==> src/rtl/forwarding_hazard_unit.sv <==
// ---------------------------------------------------------------------------
// forwarding_hazard_unit
//
// Purpose:
//   Producer side of the EX-stage forwarding interface.
//   - Follows the destination registers of the instructions now in EX, MEM
//     and WB. MEM and WB are kept in an internal shadow pipeline.
//   - Computes the forwarding selects for the instruction in ID and
//     registers them at the ID->EX edge, so EX uses them one cycle later.
//   - Detects load-use hazards and inserts a single-cycle stall plus a
//     bubble in ID/EX.
//   - Flushes IF/ID and ID/EX when a taken branch resolves.
//   - Counts stall cycles in a saturating counter.
//
// Select encoding:
//   000  register file
//   001  EX/MEM result
//   010  MEM/WB write data
//
// Ports:
//   i_clk, i_reset          clock; asynchronous active-high reset
//   i_halt                  freezes all state; forces the stall/flush outputs low
//   i_id_rs, i_id_rt        source registers of the instruction in ID
//   i_id_uses_rt            the ID instruction reads rt as a source
//   i_ex_rd                 destination register of the instruction in EX
//   i_ex_reg_write          the EX instruction writes the register file
//   i_ex_mem_read           the EX instruction is a load
//   i_branch_taken          a taken branch resolved in EX this cycle
//   o_corto_register_A/B    registered forwarding selects for ALU operands A and B
//   o_stall                 hold PC and IF/ID (combinational)
//   o_flush_ifid            clear IF/ID (combinational)
//   o_flush_idex            load a bubble into ID/EX (combinational)
//   o_stall_count           saturating count of load-use stall cycles
// ---------------------------------------------------------------------------
module forwarding_hazard_unit #(
    parameter int BITS_REGS          = 5,
    parameter int BITS_CORTOCIRCUITO = 3,
    parameter int BITS_COUNT         = 16
) (
    input  logic                          i_clk,
    input  logic                          i_reset,
    input  logic                          i_halt,
    input  logic [BITS_REGS-1:0]          i_id_rs,
    input  logic [BITS_REGS-1:0]          i_id_rt,
    input  logic                          i_id_uses_rt,
    input  logic [BITS_REGS-1:0]          i_ex_rd,
    input  logic                          i_ex_reg_write,
    input  logic                          i_ex_mem_read,
    input  logic                          i_branch_taken,
    output logic [BITS_CORTOCIRCUITO-1:0] o_corto_register_A,
    output logic [BITS_CORTOCIRCUITO-1:0] o_corto_register_B,
    output logic                          o_stall,
    output logic                          o_flush_ifid,
    output logic                          o_flush_idex,
    output logic [BITS_COUNT-1:0]         o_stall_count
);

    localparam logic [BITS_CORTOCIRCUITO-1:0] SEL_RF    = BITS_CORTOCIRCUITO'(0);
    localparam logic [BITS_CORTOCIRCUITO-1:0] SEL_EXMEM = BITS_CORTOCIRCUITO'(1);
    localparam logic [BITS_CORTOCIRCUITO-1:0] SEL_MEMWB = BITS_CORTOCIRCUITO'(2);

    typedef enum logic {
        RUN,
        LOAD_STALL
    } state_t;

    state_t                          state;
    state_t                          state_next;
    logic [BITS_REGS-1:0]            mem_rd;
    logic                            mem_wr;
    logic [BITS_REGS-1:0]            wb_rd;
    logic                            wb_wr;
    logic [BITS_CORTOCIRCUITO-1:0]   sel_a;
    logic [BITS_CORTOCIRCUITO-1:0]   sel_b;
    logic                            hazard;

    // Picks the forwarding source for one operand. The youngest producer wins,
    // so an EX match beats a MEM match. A WB match maps to the register file
    // because the register file writes before it reads. Register 0 never
    // forwards.
    function automatic logic [BITS_CORTOCIRCUITO-1:0] select_for(
        input logic [BITS_REGS-1:0] r,
        input logic                 used,
        input logic [BITS_REGS-1:0] ex_rd,
        input logic                 ex_wr,
        input logic [BITS_REGS-1:0] m_rd,
        input logic                 m_wr,
        input logic [BITS_REGS-1:0] w_rd,
        input logic                 w_wr
    );
        if (!used || r == '0)        return SEL_RF;
        if (ex_wr && ex_rd == r)     return SEL_EXMEM;
        if (m_wr && m_rd == r)       return SEL_MEMWB;
        if (w_wr && w_rd == r)       return SEL_RF;
        return SEL_RF;
    endfunction

    // Forwarding selects for the instruction in ID, and detection of a
    // load-use hazard against the load now in EX.
    always_comb begin
        sel_a  = select_for(i_id_rs, 1'b1, i_ex_rd, i_ex_reg_write,
                            mem_rd, mem_wr, wb_rd, wb_wr);
        sel_b  = select_for(i_id_rt, i_id_uses_rt, i_ex_rd, i_ex_reg_write,
                            mem_rd, mem_wr, wb_rd, wb_wr);
        hazard = i_ex_mem_read && i_ex_reg_write && (i_ex_rd != '0) &&
                 ((i_ex_rd == i_id_rs) || (i_id_uses_rt && (i_ex_rd == i_id_rt)));
    end

    // Next-state logic and stall/flush outputs.
    // - A taken branch overrides a load-use hazard and returns the FSM to RUN.
    // - In LOAD_STALL the bubble already sits in EX, so the FSM never stalls
    //   twice for the same load.
    always_comb begin
        state_next   = state;
        o_stall      = 1'b0;
        o_flush_ifid = 1'b0;
        o_flush_idex = 1'b0;
        if (!i_halt) begin
            if (i_branch_taken) begin
                o_flush_ifid = 1'b1;
                o_flush_idex = 1'b1;
                state_next   = RUN;
            end else begin
                case (state)
                    RUN: begin
                        if (hazard) begin
                            o_stall      = 1'b1;
                            o_flush_idex = 1'b1;
                            state_next   = LOAD_STALL;
                        end
                    end
                    LOAD_STALL: state_next = RUN;
                    default:    state_next = RUN;
                endcase
            end
        end
    end

    // State register, shadow MEM/WB pipeline, registered selects and stall
    // counter.
    // - Halt freezes everything.
    // - A bubble in ID/EX carries register-file selects.
    // - The counter stops at all-ones instead of wrapping.
    always_ff @(posedge i_clk or posedge i_reset) begin
        if (i_reset) begin
            state              <= RUN;
            mem_rd             <= '0;
            mem_wr             <= 1'b0;
            wb_rd              <= '0;
            wb_wr              <= 1'b0;
            o_corto_register_A <= SEL_RF;
            o_corto_register_B <= SEL_RF;
            o_stall_count      <= '0;
        end else if (!i_halt) begin
            state  <= state_next;
            wb_rd  <= mem_rd;
            wb_wr  <= mem_wr;
            mem_rd <= i_ex_rd;
            mem_wr <= i_ex_reg_write;
            if (o_flush_idex) begin
                o_corto_register_A <= SEL_RF;
                o_corto_register_B <= SEL_RF;
            end else begin
                o_corto_register_A <= sel_a;
                o_corto_register_B <= sel_b;
            end
            if (o_stall && (o_stall_count != '1))
                o_stall_count <= o_stall_count + 1'b1;
        end
    end

endmodule

==> config.mk <==
export PLATFORM = sky130hd
export DESIGN_NAME = forwarding_hazard_unit
export DESIGN_NICKNAME = d
export VERILOG_FILES = /design/src/rtl/forwarding_hazard_unit.sv
export SDC_FILE = /design/constraint.sdc
export NUM_CORES = 1
export LEC_CHECK = 0
export CAP_MARGIN = 10
export CORE_ASPECT_RATIO = 1.4
export CORE_MARGIN = 3
export CORE_UTILIZATION = 51
export CTS_CLUSTER_DIAMETER = 30
export DETAILED_ROUTE_END_ITERATION = 8
export PLACE_DENSITY = 0.84
export SYNTH_ARGS = -nofsm -noshare
export SYNTH_HDL_FRONTEND = slang
export SYNTH_SLANG_ARGS = --single-unit
==> constraint.sdc <==
create_clock -name i_clk -period 5.23 [get_ports i_clk]
set_input_delay 0.523 -clock i_clk [delete_from_list [all_inputs] [get_ports i_clk]]
set_output_delay 0.523 -clock i_clk [all_outputs]
set_load 0.01 [all_outputs]
==> results of run 1 <==
==> registers in the layout, summed over array words and instances (netlist names) <==
signal / cells
o_stall_count: 16
o_corto_register_B: 2
mem_wr: 1
state: 1
mem_rd: 5
o_corto_register_A: 2
==> power breakdown <==
part | switching [mW] | internal, mW | leakage, nW
combinational | 0.0381 | 0.0405 | 0.438
sequential | 0.00728 | 0.215 | 0.363
clock | 0.0598 | 0.0545 | 0.0228
total | 0.105 | 0.310 | 0.824
==> cell usage after synthesis, types with 3 or more instances <==
master | instances | area share (%)
or4_1 | 3 | 1.4
nand3_1 | 7 | 2.1
mux2_2 | 7 | 4.8
xnor2_1 | 28 | 15
nor4_1 | 6 | 2.3
a32o_1 | 4 | 2.4
and3_1 | 7 | 2.7
and4_1 | 4 | 2.1
nand2_1 | 12 | 2.7
nor2_1 | 6 | 1.4
inv_1 | 4 | 0.91
xor2_1 | 5 | 2.7
a21oi_1 | 4 | 1.2
dfrtp_1 | 27 | 41
nand4_1 | 11 | 4.2
==> through the flow <==
step / utilization, % / instances / cell area [sq um] / worst slack [ps]
3_5_place_dp: 70.7 / 237 / 2100 / 1720
5_1_grt: 72.2 / 241 / 2140 / 1510
6_report: 72.2 / 241 / 2140 / 1690
3_3_place_gp: 70.7 / 237 / 2100 / 1780
2_1_floorplan: - / 163 / 1650 / 3030
4_1_cts: 72.2 / 241 / 2140 / 1700
==> area by class of cell <==
| type | instances | area (sq um) |
|---|---|---|
| multi-input combinational | 125 | 918 |
| fill | 227 | 823 |
| sequential | 27 | 676 |
| timing repair buffer | 44 | 440 |
| tap | 37 | 46.3 |
| clock buffer | 4 | 45.0 |
| inverter | 4 | 15.0 |
==> path summary, 6_finish.rpt <==
path	startpoint	endpoint	slack, ps
hold / removal	o_corto_register_B[0]$_DFFE_PP0N_	o_corto_register_B[0]$_DFFE_PP0N_	500
hold reg to reg	o_corto_register_B[0]$_DFFE_PP0N_	o_corto_register_B[0]$_DFFE_PP0N_	500
setup / recovery	i_ex_rd[4]	o_flush_idex	1690
min in group asynchronous	i_reset	mem_wr$_DFFE_PP0N_	790
max in group asynchronous	i_reset	o_stall_count[10]$_DFFE_PP0P_	3840
setup reg to reg	o_stall_count[0]$_DFFE_PP0P_	o_stall_count[1]$_DFFE_PP0P_	3170
==> per-layer routing <==
metal | up-vias | track usage [%]
met5 | - | 0
met4 | 0 | 7.76
met3 | 10 | 1.83
met2 | 53 | 40.4
met1 | 693 | 25.5
li1 | 663 | -
==> kinds of logic after synthesis <==
| family | count (synthesis) | share of synthesized area, % |
|---|---|---|
| compound gates | 14 | 7.82 |
| mux | 8 | 5.47 |
| simple gates | 67 | 23.7 |
| fa+ha+maj | 1 | 0.759 |
| flops | 27 | 41.0 |
| other cells | 1 | 0.228 |
| buf+inv | 11 | 3.49 |
| xor+xnor | 33 | 17.5 |
==> worst max-delay path, cell delays in order <==
cell and delay (ps):
clkdlybuf4s50_1 580, xnor2_1 140, nand3_1 170, o32ai_4 650, nand2b_2 200, a21oi_1 180, clkdlybuf4s50_1 560
==> results.cfg, run 1 <==
[status]
outcome = complete, no violations

[drt]
route.met2.wl_um = 2110
finalWirelength_um = 3970
first_iter_violations = 33
wl_met1_um = 1550
drc = 0
ant_nets = 0
vias = 1419
routedWlPerCell_um = 16.5
highest_layer = met4
wl_met3_um = 217
dr.pass1.iters = 4
via_per_inst = 5.89

[yosys]
ys_warn_count = 0
async_reset_ff_share_pct = 100
ys_seq_area_share_pct = 41.0
synth-seq-cells = 27
synth_cell_types = 37
syn_inst = 162
synth_edf_count = 0
syn_area_sq_um = 1650
syn-mean-instance-area_sq_um = 10.2
synth_top_flop_cell = dfrtp_1

[critical_path]
rr_worst_depth = 6
cp_data_required_time_ps = 4710
arrival_ps = 3010
critPathKind = in -> out
endpoint_kind = primary output
cp-start-kind = input port
cp_max_fo = 17

[timing]
maxSlewViolCount = 0
period_share_pct = 67.6
hold_ws_ps = 497
period_needed_ps = 3540
hold_violations = 0
finalSetupViolations = 0
max_slew_margin_pct = 33.7
setup_tns_ps = 0
rsz0062_at_grt = false
clock-skew-final_ps = 2.16
tightestPinTransition_ps = 994
max_freq_mhz = 283

[clocking]
hold_buffers = 0
post_cts_buffers = 0
clk_pin_slew_ps = 90
htreeDepth = 1
cts_buffer_depth = 2
clk-insertion-delay-late_ps = 270
cts_buffers = 3
cts_root_buf = clkbuf_8
cts_sinks = 27
post_cts_resized = 0
cts_tree = built

[grt]
grt_max_degree = 28
gr-total-overflow = 0
grt_use_total_pct = 21.9
antenna_found_initial = 0
grt_pass1_wl_um = 6570
grt_pass1_vias = 1470

[floorplan]
fp.coreArea_sq_um = 2960
dieArea_sq_um = 3960
fp.dieH_um = 73.3
initial_core_util_pct = 55.6
fp.dieW_um = 54.0
boundaryPins = 47
row_count = 23

[layout]
final_cell_mix = clkdlybuf4s50_1 (44), xnor2_1 (28), dfrtp_1 (27), nand2_1 (12), nand4_1 (11)
antenna_cells = 0
drive_above_1_share_pct = 9.31
fin_nets = 228
layout_commonest_cell = clkdlybuf4s50_1
area_growth_pct = 29.9

[placement]
finalWeightedCongestion = 0.818
port_buffers = 44
dp_hpwl_um = 3010

[pwr]
p_total_uw = 415
power_density_nw_per_um2 = 194
p_leak_nw = 0.824
ir_drop_mv = 0.183

[flow_run]
maxCapViolations = 0

[hold_path]
min_path_cells = 1
min_path_type = reg -> reg
No activity file was read; power rests on OpenSTA's default activity.
==> run 2: changes to the inputs <==
CORE_UTILIZATION = 47   (was 51)
PLACE_DENSITY = 0.78   (was 0.84)
clock period = 3.59 ns   (was 5.23 ns; I/O delays follow)
==> run 2 against run 1 <==
Against the previous run: critical path depth stayed put; largest power group unchanged; largest cell class unchanged; final area is 1.5% higher; combinational power increased by 50%; utilization fell by 5.2 points.
==> results.cfg, run 2 (synthesis results as in run 1) <==
[critical_path]
cp_data_required_time_ps = 3230
critPathSlowestCell = or4_1
endpoint = o_flush_idex
arrival_ps = 2550
cp_max_fo = 11
rr_startpoint = o_stall_count[0]$_DFFE_PP0P_
slowest_delay_ps = 570
r2r_slack_ps = 1550
cp_common_cell = clkdlybuf4s50_1
crit_start = i_ex_rd[0]
path_delay_family = buffers and inverters
reg2reg_to = o_stall_count[1]$_DFFE_PP0P_
cp_num_cells = 7
cp-start-kind = input port
endpoint_kind = primary output
crit_buf_inv = 3
critPathKind = in -> out
crit_chain = clkdlybuf4s50_1 -> or4_1 -> o2111ai_2 -> buf_4 -> nand2b_2 -> a21oi_1 -> clkdlybuf4s50_1
rr_worst_depth = 6

[timing]
clock-skew-final_ps = 3.81
timing.final.ws_setup_ps = 679
period_share_pct = 81.1
maxSlewViolCount = 0
hold_violations = 0
period_needed_ps = 2910
rsz0062_at_grt = false
max_freq_mhz = 343
max_slew_margin_pct = 33.1
setup_tns_ps = 0
finalSetupViolations = 0
tightestPinTransition_ps = 1000

[layout]
regMostFlops = o_stall_count
seqCellArea_sq_um = 676
reg_top3 = o_stall_count x16, mem_rd x5
area_growth_pct = 31.9
antenna_cells = 0
fillers = 283
multi_input_area_sq_um = 918
layout_commonest_cell = clkdlybuf4s50_1
drive_above_1_share_pct = 11.1
largest_reg_flops = 16
final_cell_mix = clkdlybuf4s50_1 (44), xnor2_1 (28), dfrtp_1 (27), nand2_1 (12), nand4_1 (11)
fin_nets = 232

[grt]
grt_use_total_pct = 20.6
grt_max_degree = 28
gr-total-overflow = 0
antenna_found_initial = 0
grt_pass1_vias = 1486
grt_pass1_wl_um = 7140

[drt]
routedWlPerCell_um = 16.9
finalWirelength_um = 4180
drc = 0
first_iter_violations = 29
ant_nets = 0
vias = 1420
dr.pass1.iters = 5
via_per_inst = 5.75

[pwr]
p_leak_nw = 0.843
ir_drop_mv = 0.245
power_density_nw_per_um2 = 279

[clocking]
post_cts_buffers = 0
clk_pin_slew_ps = 80
htreeDepth = 1
cts_root_buf = clkbuf_8
hold_buffers = 0
post_cts_resized = 0
cts_buffer_depth = 2
cts_tree = built
cts_buffers = 3
cts_sinks = 27
clk-insertion-delay-late_ps = 260

[flow_run]
maxCapViolations = 0

[floorplan]
fp.coreArea_sq_um = 3240
fp.dieH_um = 76.1
initial_core_util_pct = 50.8
row_count = 24
fp.dieW_um = 56.0
boundaryPins = 47
dieArea_sq_um = 4260

[placement]
dp_slack_ps = 678
dp_hpwl_um = 3270
port_buffers = 44
finalWeightedCongestion = 0.921

[status]
outcome = complete, no violations

[hold_path]
min_path_type = reg -> reg
-- run 2: cell count changes in the layout (fill, tap and decap cells not counted) --
cell	previous run	this run
buf_4	0	4
-- run 2: layout make-up --
cell class | instances | area share [%]
inverter | 4 | 0.691
timing repair buffer | 48 | 21.6
sequential | 27 | 31.1
clock buffer | 4 | 2.07
tap | 39 | 2.25
multi-input combinational | 125 | 42.3
-- run 2: layer usage --
metal	vias to the layer above	global-route usage, %	wire length (um)
met5	-	0	0
met4	0	5.94	53
met3	4	4.24	197
met2	53	37.2	2280
met1	689	24.1	1660
li1	674	-	-
-- run 2: how the worst min path moves through the flow --
stage,from,end,slack [ps],cells after the start
after global placement,o_stall_count[9]$_DFFE_PP0P_,o_stall_count[9]$_DFFE_PP0P_,480,1
after detailed placement,o_corto_register_B[0]$_DFFE_PP0N_,o_corto_register_B[0]$_DFFE_PP0N_,480,1
final,o_corto_register_B[0]$_DFFE_PP0N_,o_corto_register_B[0]$_DFFE_PP0N_,500,1
after global routing,o_stall_count[9]$_DFFE_PP0P_,o_stall_count[9]$_DFFE_PP0P_,520,1
after floorplan,i_reset,mem_rd[0]$_DFFE_PP0N_,410,1
after CTS,o_corto_register_B[0]$_DFFE_PP0N_,o_corto_register_B[0]$_DFFE_PP0N_,500,1
-- run 2: through the flow --
stage / util [%] / instances / cell area [sq um] / hold slack, ps / total power [mW]
after floorplan: - / 163 / 1650 / 412 / 0.393
after global placement: 65.6 / 243 / 2130 / 480 / 0.447
after detailed placement: 65.6 / 243 / 2130 / 482 / 0.449
after CTS: 67.0 / 247 / 2170 / 503 / 0.615
after global routing: 67.0 / 247 / 2170 / 520 / 0.637
final: 67.0 / 247 / 2170 / 496 / 0.606
-- run 2: worst reg2reg max path: stages (launching register included) --
cell	delay [ps]
dfrtp_1	430
ha_1	230
and3_1	210
and4_1	270
nor2_2	260
nand3_1	190
mux2_1	340
-- run 2: power breakdown --
part / switching (mW) / total [mW] / internal, mW
sequential: 0.0111 / 0.325 / 0.314
combinational: 0.0563 / 0.118 / 0.0619
clock: 0.0840 / 0.163 / 0.0792
total: 0.151 / 0.606 / 0.455
==> variant (config.mk and constraints of run 2) <==
Set the parameter `BITS_COUNT` to 20 (it was 16).
--- a/src/rtl/forwarding_hazard_unit.sv
+++ b/src/rtl/forwarding_hazard_unit.sv
@@ -36,5 +36,5 @@
     parameter int BITS_REGS          = 5,
     parameter int BITS_CORTOCIRCUITO = 3,
-    parameter int BITS_COUNT         = 16
+    parameter int BITS_COUNT         = 20
 ) (
     input  logic                          i_clk,
Interface: changed (resized o_stall_count); port bits go from 47 to 51. The function was not compared with the original's and may differ.
==> variant against run 2 <==
Count of clock-buffer cells in the layout rose by 2. Worst setup slack worse by 0.077 ns. Die area grew 3.9%. Register-to-register slack got worse by 0.24 ns. Area after synthesis up 4.3%. Clock power grew 51%. Sequential cell count up 4. Sequential power grew 14%. Final area is 6.6% higher. Total power grew 19%. Final cell count is 4.9% higher. Wire length up 7.0%. Largest cell class unchanged. Largest power group unchanged.
==> variant: results (changes against run 2) <==
Parameter                              Value

Floorplan
  Site row count ... 25 (+4.2%)

Route
  Drt first pass iters ... 4 (-1)
  Violation count after the first detailed-routing iteration ... 31 (+6.9%)
  DR WL met3 ... 272 microns (+38%)
  Avg WL per Cell ... 17.3 microns (+2.0%)
  Met2 wire length ... 2380 microns (+4.4%)
  Met1 Routed Length ... 1690 microns (+2.2%)

Critical path
  Worst setup slack for register-to-register paths ... 1.31 ns (-0.24 ns)
  Arr. time, crit path ... 2.63 ns (+0.08 ns)

Power and ir drop
  Maximum resistive drop on vdd ... 261 uV (+6.6%)
  LEAKAGE ... 0.957 nW (+13%)
  Switching power as a share of total power ... 24.5% (-0.51 points)

Status
  Status ... complete, no violations

Synth
  Fraction of the mapped netlist area in adder cells ... 0.728% (-0.031 points)
  Leading cell types by count after synthesis ... 31 x dfrtp_1, 23 x xnor2_1, 15 x xor2_1, 12 x nand2_1
  Post-synthesis share of cell area spent on xor and xnor gates ... 19.4% (+1.8 points)
  Synthesized instance count ... 167 (+3.1%)
  Sequential fraction of the synthesis area ... 45.2% (+4.2 points)
  Multiplexer area fraction after synthesis ... 5.24% (-0.22 points)

Global routing
  Vias in the first global route ... 1625 (+9.4%)
  Pin count of the biggest net entering global routing ... 32 (+14%)
  Met1 routing resource usage after global routing ... 23.8% (-0.26 points)
  Met2 global-route usage ... 40.6% (+3.4 points)
  Total GRT Usage ... 22.4% (+1.8 points)

Layout
  Post-layout net count ... 243 (+4.7%)
  Largest registers ranked by flip-flop count ... o_stall_count (20), mem_rd (5)
  Fill cell instance count of the final layout ... 302 (+6.7%)
  Layout Cells excl Fill ... 259 (+4.9%)

Clock tree
  Clock latency at the later pin of the worst-skew pair ... 0.28 ns (+0.02 ns)
  Number of buffers created by CTS ... 5 (+2)
  Reg clk slew, reported paths ... 0.06 ns (-0.02 ns)

Placement
  Number of instances in the placed design ... 252 (+3.7%)
  Post-detailed-placement half-perimeter wirelength ... 3500 microns (+6.9%)
  Routability congestion estimate from global placement ... 0.862 (-6.4%)
  # port buffers ... 48 (+9.1%)

STA
  Worst Skew ... 0.00375 ns (-0.0000557 ns)
variant: power groups by stage:
stage / Combinational, W / Clock [W] / Sequential (W)
after detailed placement: 0.000104 / 0 / 0.000376
after global routing: 0.000117 / 0.000274 / 0.000370
after floorplan: 0.0000519 / 0 / 0.000375
after CTS: 0.000105 / 0.000256 / 0.000370
final: 0.000107 / 0.000246 / 0.000370
after global placement: 0.000103 / 0 / 0.000376
variant: worst paths after layout:
check	from	endpoint	depth (start not counted)
worst max-delay path	i_ex_rd[4]	o_stall	7
worst min-delay path	i_reset	mem_rd[4]$_DFFE_PP0N_	2
worst max register to register	o_stall_count[2]$_DFFE_PP0P_	o_stall_count[1]$_DFFE_PP0P_	5
worst min register to register	o_corto_register_A[1]$_DFFE_PP0N_	o_corto_register_A[1]$_DFFE_PP0N_	2
max in group asynchronous	i_reset	o_stall_count[17]$_DFFE_PP0P_	3
min in group i_clk	o_corto_register_A[1]$_DFFE_PP0N_	o_corto_register_A[1]$_DFFE_PP0N_	2
variant: cell type report:
class / count / area share, %
multi-input combinational: 126 / 38.0
clock buffer: 6 / 3.13
inverter: 6 / 0.972
tap: 40 / 2.16
timing repair buffer: 50 / 22.3
sequential: 31 / 33.5
variant: stage by stage:
step	cell area, sq um	util, %	setup slack, ns	hold WS [ns]
after detailed placement	2220	64.4	0.594	0.483
after floorplan	1720	-	1.60	0.450
after global routing	2320	67.3	0.469	0.447
after global placement	2220	64.4	0.624	0.471
final	2320	67.3	0.602	0.414
after CTS	2290	66.5	0.588	0.496
variant: critical path: cells and delay by family:
family,cells,cell delay (ns)
AO/OA/AOI/OAI,2,0.53
buffers and inverters,3,1.07
AND/OR/NAND/NOR,2,0.68
